**config.mk**
```make
export PLATFORM = sky130hd
export DESIGN_NAME = amp_cfg_seq
export DESIGN_NICKNAME = d
export VERILOG_FILES = /design/src/rtl/amp_cfg_seq.sv
export SDC_FILE = /design/constraint.sdc
export NUM_CORES = 1
export LEC_CHECK = 0
export CORE_UTILIZATION = 54
export DETAILED_ROUTE_END_ITERATION = 10
export PLACE_DENSITY = 0.75
export SYNTH_ARGS = -nofsm -noshare
export SYNTH_HDL_FRONTEND = slang
export SYNTH_SLANG_ARGS = --single-unit
```
**constraint.sdc**
```tcl
create_clock -name clk -period 2.53 [get_ports clk]
set_clock_uncertainty 0.1 [all_clocks]
set_input_delay 0.253 -clock clk [delete_from_list [all_inputs] [get_ports clk]]
set_output_delay 0.253 -clock clk [all_outputs]
set_load 0.005 [all_outputs]
```
**src/rtl/amp_cfg_seq.sv**
```systemverilog
// Power-up and configuration sequencer for the class-D amplifier: enable, power-up wait,
// init-table replay over a write-only I2C master, then host write arbitration and mute control.
module amp_cfg_seq #(
  parameter int unsigned CLK_DIV   = 60,
  parameter logic [6:0]  DEV_ADDR  = 7'h20,
  parameter int unsigned PWRUP_CYC = 1000,
  parameter int unsigned N_INIT    = 4
) (
  input  logic       clk,
  input  logic       reset,
  input  logic       start,
  input  logic       mute,
  input  logic       host_req,
  input  logic [7:0] host_reg,
  input  logic [7:0] host_val,
  output logic       host_ack,
  output logic       host_nack,
  output logic [3:0] tbl_idx,
  input  logic [7:0] tbl_reg,
  input  logic [7:0] tbl_val,
  output logic       scl,
  input  logic       sdai,
  output logic       sdao,
  output logic       amp_nenable,
  output logic       amp_nmute,
  output logic       busy,
  output logic       done,
  output logic       nack_err
);

  localparam int unsigned QW = $clog2(CLK_DIV);
  localparam int unsigned WW = $clog2(PWRUP_CYC + 1);

  typedef enum logic [2:0] {StIdle, StPwrup, StInit, StDone, StErr} st_e;
  typedef enum logic [1:0] {TxIdle, TxStart, TxBit, TxStop} tx_e;

  st_e          st_q, st_d;
  tx_e          tx_q, tx_d;
  logic [QW-1:0] q_cnt_q, q_cnt_d;
  logic [1:0]   ph_q, ph_d;
  logic [4:0]   bit_cnt_q, bit_cnt_d;
  logic [26:0]  shreg_q, shreg_d;
  logic         tx_nack_q, tx_nack_d;
  logic [WW-1:0] wait_q, wait_d;
  logic [3:0]   tbl_idx_q, tbl_idx_d;
  logic         start_pend_q, start_pend_d;
  logic         scl_q, scl_d, sdao_q, sdao_d;
  logic         nenable_q, nenable_d, nmute_q, nmute_d;
  logic         host_ack_q, host_ack_d, host_nack_q, host_nack_d;
  logic         busy_q, busy_d, done_q, done_d, nack_err_q, nack_err_d;

  logic       qend, fin, ack_slot, launch, enter;
  logic [7:0] l_reg, l_val;

  assign qend     = (q_cnt_q == QW'(CLK_DIV - 1));
  assign fin      = (tx_q == TxStop) && (ph_q == 2'd2) && qend;
  assign ack_slot = (bit_cnt_q == 5'd8) || (bit_cnt_q == 5'd17) || (bit_cnt_q == 5'd26);

  // Top-level sequencing and host arbitration
  always_comb begin
    st_d         = st_q;
    wait_d       = wait_q;
    tbl_idx_d    = tbl_idx_q;
    start_pend_d = start_pend_q;
    nenable_d    = nenable_q;
    done_d       = done_q;
    nack_err_d   = nack_err_q;
    host_ack_d   = 1'b0;
    host_nack_d  = 1'b0;
    launch       = 1'b0;
    enter        = 1'b0;
    l_reg        = tbl_reg;
    l_val        = tbl_val;
    case (st_q)
      StIdle, StErr: if (start) enter = 1'b1;
      StPwrup: begin
        if (wait_q == WW'(PWRUP_CYC - 1)) begin
          st_d   = StInit;
          launch = 1'b1;
        end else begin
          wait_d = wait_q + 1'b1;
        end
      end
      StInit: begin
        if (fin) begin
          if (tx_nack_q) begin
            st_d       = StErr;
            nack_err_d = 1'b1;
          end else if (tbl_idx_q == 4'(N_INIT - 1)) begin
            st_d   = StDone;
            done_d = 1'b1;
          end else begin
            tbl_idx_d = tbl_idx_q + 1'b1;
          end
        end else if (tx_q == TxIdle) begin
          launch = 1'b1;
        end
      end
      StDone: begin
        if (fin) begin
          host_ack_d  = 1'b1;
          host_nack_d = tx_nack_q;
          if (start_pend_q || start) enter = 1'b1;
        end else if (tx_q == TxIdle) begin
          if (start) begin
            enter = 1'b1;
          end else if (host_req && !host_ack_q) begin
            // host_ack_q guard keeps a still-high request from relaunching on the ack cycle
            launch = 1'b1;
            l_reg  = host_reg;
            l_val  = host_val;
          end
        end else if (start) begin
          start_pend_d = 1'b1;
        end
      end
      default: st_d = StIdle;
    endcase
    if (enter) begin
      st_d         = StPwrup;
      nenable_d    = 1'b0;
      done_d       = 1'b0;
      nack_err_d   = 1'b0;
      tbl_idx_d    = '0;
      wait_d       = '0;
      start_pend_d = 1'b0;
    end
    nmute_d = done_q & ~mute;
  end

  // I2C write engine; pin values are derived from the next engine state so they are registered
  always_comb begin
    tx_d      = tx_q;
    q_cnt_d   = qend ? '0 : q_cnt_q + 1'b1;
    ph_d      = ph_q;
    bit_cnt_d = bit_cnt_q;
    shreg_d   = shreg_q;
    tx_nack_d = tx_nack_q;
    case (tx_q)
      TxIdle: begin
        q_cnt_d = '0;
        if (launch) begin
          tx_d      = TxStart;
          ph_d      = '0;
          bit_cnt_d = '0;
          tx_nack_d = 1'b0;
          shreg_d   = {DEV_ADDR, 1'b0, 1'b1, l_reg, 1'b1, l_val, 1'b1};
        end
      end
      TxStart: begin
        if (qend) begin
          if (ph_q == 2'd1) begin
            tx_d = TxBit;
            ph_d = '0;
          end else begin
            ph_d = ph_q + 1'b1;
          end
        end
      end
      TxBit: begin
        if ((ph_q == 2'd3) && (q_cnt_q == '0) && ack_slot && sdai) tx_nack_d = 1'b1;
        if (qend) begin
          ph_d = ph_q + 1'b1;
          if (ph_q == 2'd3) begin
            shreg_d   = {shreg_q[25:0], 1'b1};
            bit_cnt_d = bit_cnt_q + 1'b1;
            if ((bit_cnt_q == 5'd26) || (ack_slot && tx_nack_q)) begin
              tx_d = TxStop;
              ph_d = '0;
            end
          end
        end
      end
      TxStop: begin
        if (qend) begin
          if (ph_q == 2'd2) begin
            tx_d = TxIdle;
            ph_d = '0;
          end else begin
            ph_d = ph_q + 1'b1;
          end
        end
      end
      default: tx_d = TxIdle;
    endcase
    case (tx_d)
      TxStart: begin scl_d = 1'b1;      sdao_d = (ph_d == 2'd0); end
      TxBit:   begin scl_d = ph_d[1];   sdao_d = shreg_d[26];    end
      TxStop:  begin scl_d = (ph_d != 2'd0); sdao_d = (ph_d == 2'd2); end
      default: begin scl_d = 1'b1;      sdao_d = 1'b1;           end
    endcase
    busy_d = (tx_d != TxIdle);
  end

  always_ff @(posedge clk) begin
    if (reset) begin
      st_q         <= StIdle;
      tx_q         <= TxIdle;
      q_cnt_q      <= '0;
      ph_q         <= '0;
      bit_cnt_q    <= '0;
      shreg_q      <= '1;
      tx_nack_q    <= 1'b0;
      wait_q       <= '0;
      tbl_idx_q    <= '0;
      start_pend_q <= 1'b0;
      scl_q        <= 1'b1;
      sdao_q       <= 1'b1;
      nenable_q    <= 1'b1;
      nmute_q      <= 1'b0;
      host_ack_q   <= 1'b0;
      host_nack_q  <= 1'b0;
      busy_q       <= 1'b0;
      done_q       <= 1'b0;
      nack_err_q   <= 1'b0;
    end else begin
      st_q         <= st_d;
      tx_q         <= tx_d;
      q_cnt_q      <= q_cnt_d;
      ph_q         <= ph_d;
      bit_cnt_q    <= bit_cnt_d;
      shreg_q      <= shreg_d;
      tx_nack_q    <= tx_nack_d;
      wait_q       <= wait_d;
      tbl_idx_q    <= tbl_idx_d;
      start_pend_q <= start_pend_d;
      scl_q        <= scl_d;
      sdao_q       <= sdao_d;
      nenable_q    <= nenable_d;
      nmute_q      <= nmute_d;
      host_ack_q   <= host_ack_d;
      host_nack_q  <= host_nack_d;
      busy_q       <= busy_d;
      done_q       <= done_d;
      nack_err_q   <= nack_err_d;
    end
  end

  assign host_ack    = host_ack_q;
  assign host_nack   = host_nack_q;
  assign tbl_idx     = tbl_idx_q;
  assign scl         = scl_q;
  assign sdao        = sdao_q;
  assign amp_nenable = nenable_q;
  assign amp_nmute   = nmute_q;
  assign busy        = busy_q;
  assign done        = done_q;
  assign nack_err    = nack_err_q;

endmodule

```
==> metrics.md <==
| Metric | Value |
|---|---|
| Count of maximum capacitance violations | `0` |
| Peak ir drop on the vdd network | `0.0004650 V` |
| Power after layout | `0.002378 W` |
| Reg2Reg Setup Slack | `0.24 ns` |
| Initial drt markers | `175` |
| Buffer count from post-CTS setup fixing | `0` |
| Clk_lat worst skew | `0.35 ns` |
| Total power per unit cell area | `559.6 nW/um2` |
| Maximum number of pins on one net before global-route repair | `31` |
| Clock tree from TritonCTS | `built` |
| Worst Setup Start Kind | `flip-flop` |
| Highest attainable clock frequency | `436.6 MHz` |
| Sequential element share of the synthesized area | `40.30%` |
| DP Wirelength | `5144 um` |
| Total number of yosys warnings | `0` |
| Final std cells w/o fill | `515` |
| Worst-case hold slack | `0.3428 ns` |
| Post-synth EDFFs | `0` |
| CTS buffer count | `9` |
| Floorplan die area | `6764 um2` |
| Bufs on Longest Clock Path | `2` |
| Hold-fix buffer count after cts | `0` |
| End point of the critical path | `shreg_q[17]` |
| Type of the worst min-delay path | `primary input to flip-flop` |
| Data required time at the worst endpoint | `2.64 ns` |
| Number of antenna violations at the first check in global routing | `0` |
| TNS Setup | `0 ns` |
| Kind of critical path | `flip-flop to flip-flop` |
| End of the worst register-to-register path | `shreg_q[17]` |
| All-Layer GR Usage | `23.48%` |
| Maximum fanout count along the critical path | `17` |
| Average instance area after synthesis | `9.008 um2` |
| Cell area after synthesis | `3477 um2` |
| Worst slew margin relative to its limit | `63.79%` |
| Row count | `28` |
| Layout-stage area growth over the synthesis result | `22.20%` |
| Crit. End Element | `flip-flop` |
| Minimum period implied by the final worst setup slack | `2.290 ns` |
| Outcome | `finished, final reports clean` |
| Placeable core area | `6061 um2` |
| Transition time at the pin with the least slew margin | `0.5420 ns` |
| Vias | `2921` |
| Launch point of the worst path | `q_cnt_q[0]` |
| Post-synthesis net count | `437` |
| Max Slew Vio Count | `0` |
| RSZ-0062 raised after global routing | `no` |
| Overflow after GRT | `0` |
| Synth Instances | `386` |
| Number of global-route vias before repair | `2665` |
| Post-route setup slack | `0.2397 ns` |
| Count of antenna diodes in the layout | `0` |
| Endpoints failing hold | `0` |
| H-Tree Depth | `3` |
| First-pass GRT wire length | `12010 um` |
| Ratio of final minimum period to clock period | `90.53%` |
| Total of flip-flops plus latches after synthesis | `70` |
| Initial DRT Pass Iterations | `4` |
| Final weighted congestion in routability-driven placement | `0.8254` |
| Effective utilization at floorplan | `57.37%` |
| Number of distinct library cells after synthesis | `58` |
| Clock sink count | `70` |
| Reg-to-reg critical path startpoint | `q_cnt_q[0]` |
| Overall die width | `82.25 um` |
| Final WL | `7214 um` |
| Final setup vio count | `0` |
| Number of nets in the finished design | `486` |
| Post_cts resized | `0` |
| Clock Root Buffer | `clkbuf_8` |
| Fraction of final layout cells with drive strength greater than 1 | `8.636%` |
| Count of cells along the worst register-to-register path | `7` |
| DP Worst Slack | `0.1870 ns` |
| Post-synth top flop | `dfxtp_1` |
| Clock-pin slew of the registers on the worst-case setup and hold paths | `0.08 ns` |
| WP data arrival | `2.40 ns` |
| Routed len/inst | `14.01 um` |
| Number of input and output port buffers inserted | `50` |
| Vert. Die Dim | `82.25 um` |
| Count of boundary I/O pins | `51` |
| LEAKAGE | `1.715 nW` |
| Dpl cells | `498` |
| Synth async-reset ratio | `0%` |
| Post-detailed-route count of antenna-violating nets | `0` |
| DR vias/cell | `5.672` |
| Drt drc | `0` |
==> cell usage after synthesis, drive strengths merged, types with 2 or more instances <==
cell    number  area share [%]
nand3       19             2.7
o21ai       23             3.3
nor4b        3             1.2
nor3b        3            0.97
a31oi        3            0.54
xnor2        9             2.3
inv         12             1.3
dfxtp       70              40
and2         5            0.97
or2          2            0.36
a211oi       2            0.43
clkbuf      10             1.1
ha          13             4.7
nand2       30             3.2
mux2i       21             6.0
xor2        11             2.8
nand4        9             2.2
and3b        3            0.76
or3          2            0.36
nor2        42             4.7
nor3         7             1.0
nand3b       2            0.43
o21a         2            0.43
buf         12             3.0
a21oi       19             2.8
and4         3            0.76
and3         7             1.3
o22ai        3            0.72
nor2b        6             1.1
nand4b       2            0.50
a221oi      16             4.0
==> worst min-delay path by stage <==
stage	from	to	slack [ns]	cells past startpoint
global placement	shreg_q[0]	shreg_q[0]	0.34	1
detailed placement	shreg_q[0]	shreg_q[0]	0.34	1
floorplan	mute	amp_nmute	0.23	1
CTS	mute	amp_nmute	0.33	2
global route	mute	amp_nmute	0.33	2
finish	mute	amp_nmute	0.34	2
==> metal layers <==
layer	GRT usage [%]	share of wire, %
met1	31.02	49
met4	8.772	1.3
met2	36.28	45
met3	6.484	4.2
met5	0	0
==> critical path, cell delays in order, from the launching register on <==
cell      delay [ns]
dfxtp_1         0.38
ha_1            0.24
and3b_1         0.36
and3_1          0.27
and2_4          0.28
nor2_4          0.12
a221oi_1        0.26
o21ai_0         0.13
==> flip-flops by register name, summed over array words and instances, names as in the netlist, 2 cells and up <==
| name | cells |
|---|---|
| shreg_q | 27 |
| wait_q | 10 |
| q_cnt_q | 6 |
| bit_cnt_q | 5 |
| tbl_idx | 4 |
| st_q | 3 |
| ph_q | 2 |
| tx_q | 2 |
==> through the flow <==
| step | utilization [%] | instance area (um2) |
|---|---|---|
| floorplan | - | 3477 |
| global placement | 66.14 | 4009 |
| detailed placement | 66.14 | 4009 |
| CTS | 69.98 | 4242 |
| global route | 70.11 | 4249 |
| finish | 70.11 | 4249 |
==> where the power goes <==
group / internal [W] / leakage, nW / switching (W)
logic: 0.000107 / 1.03 / 0.0000881
clock network: 0.000609 / 0.116 / 0.000422
registers: 0.00113 / 0.568 / 0.0000215
==> layout make-up <==
cell class,count,area [um2]
fill,523,1812
clock buffer,11,151.4
clock inverter,5,81.33
sequential,70,1401
timing repair buffer,59,580.6
inverter,12,45.04
multi-input combinational,283,1896
tap,75,93.84
==> cell usage in the layout, fill, tap and decap left out, types with 4 or more instances in the layout <==
| master | n |
|---|---|
| buf_4 | 8 |
| nand2_1 | 30 |
| a21oi_1 | 18 |
| nand3_1 | 19 |
| nor2b_1 | 6 |
| o21ai_0 | 20 |
| nor3_1 | 7 |
| ha_1 | 13 |
| and2_1 | 4 |
| clkdlybuf4s50_1 | 50 |
| inv_1 | 12 |
| nor2_1 | 41 |
| dfxtp_1 | 70 |
| and3_1 | 7 |
| nand4_1 | 7 |
| a221oi_1 | 16 |
| xnor2_1 | 9 |
| xor2_1 | 11 |
| mux2i_1 | 21 |
| clkbuf_8 | 11 |
==> kinds of logic after synthesis <==
| family | after synthesis | share of synthesized area [%] |
|---|---|---|
| muxes | 22 | 6.369 |
| buffers and inverters | 34 | 5.397 |
| DFF | 70 | 40.30 |
| AOI/OAI and AO/OA | 80 | 15.26 |
| adders and majority gates | 13 | 4.678 |
| and+or+nand+nor | 147 | 22.96 |
| xor gates and xnor gates | 20 | 5.038 |
Note: power is estimated with default switching activity, not from simulation.
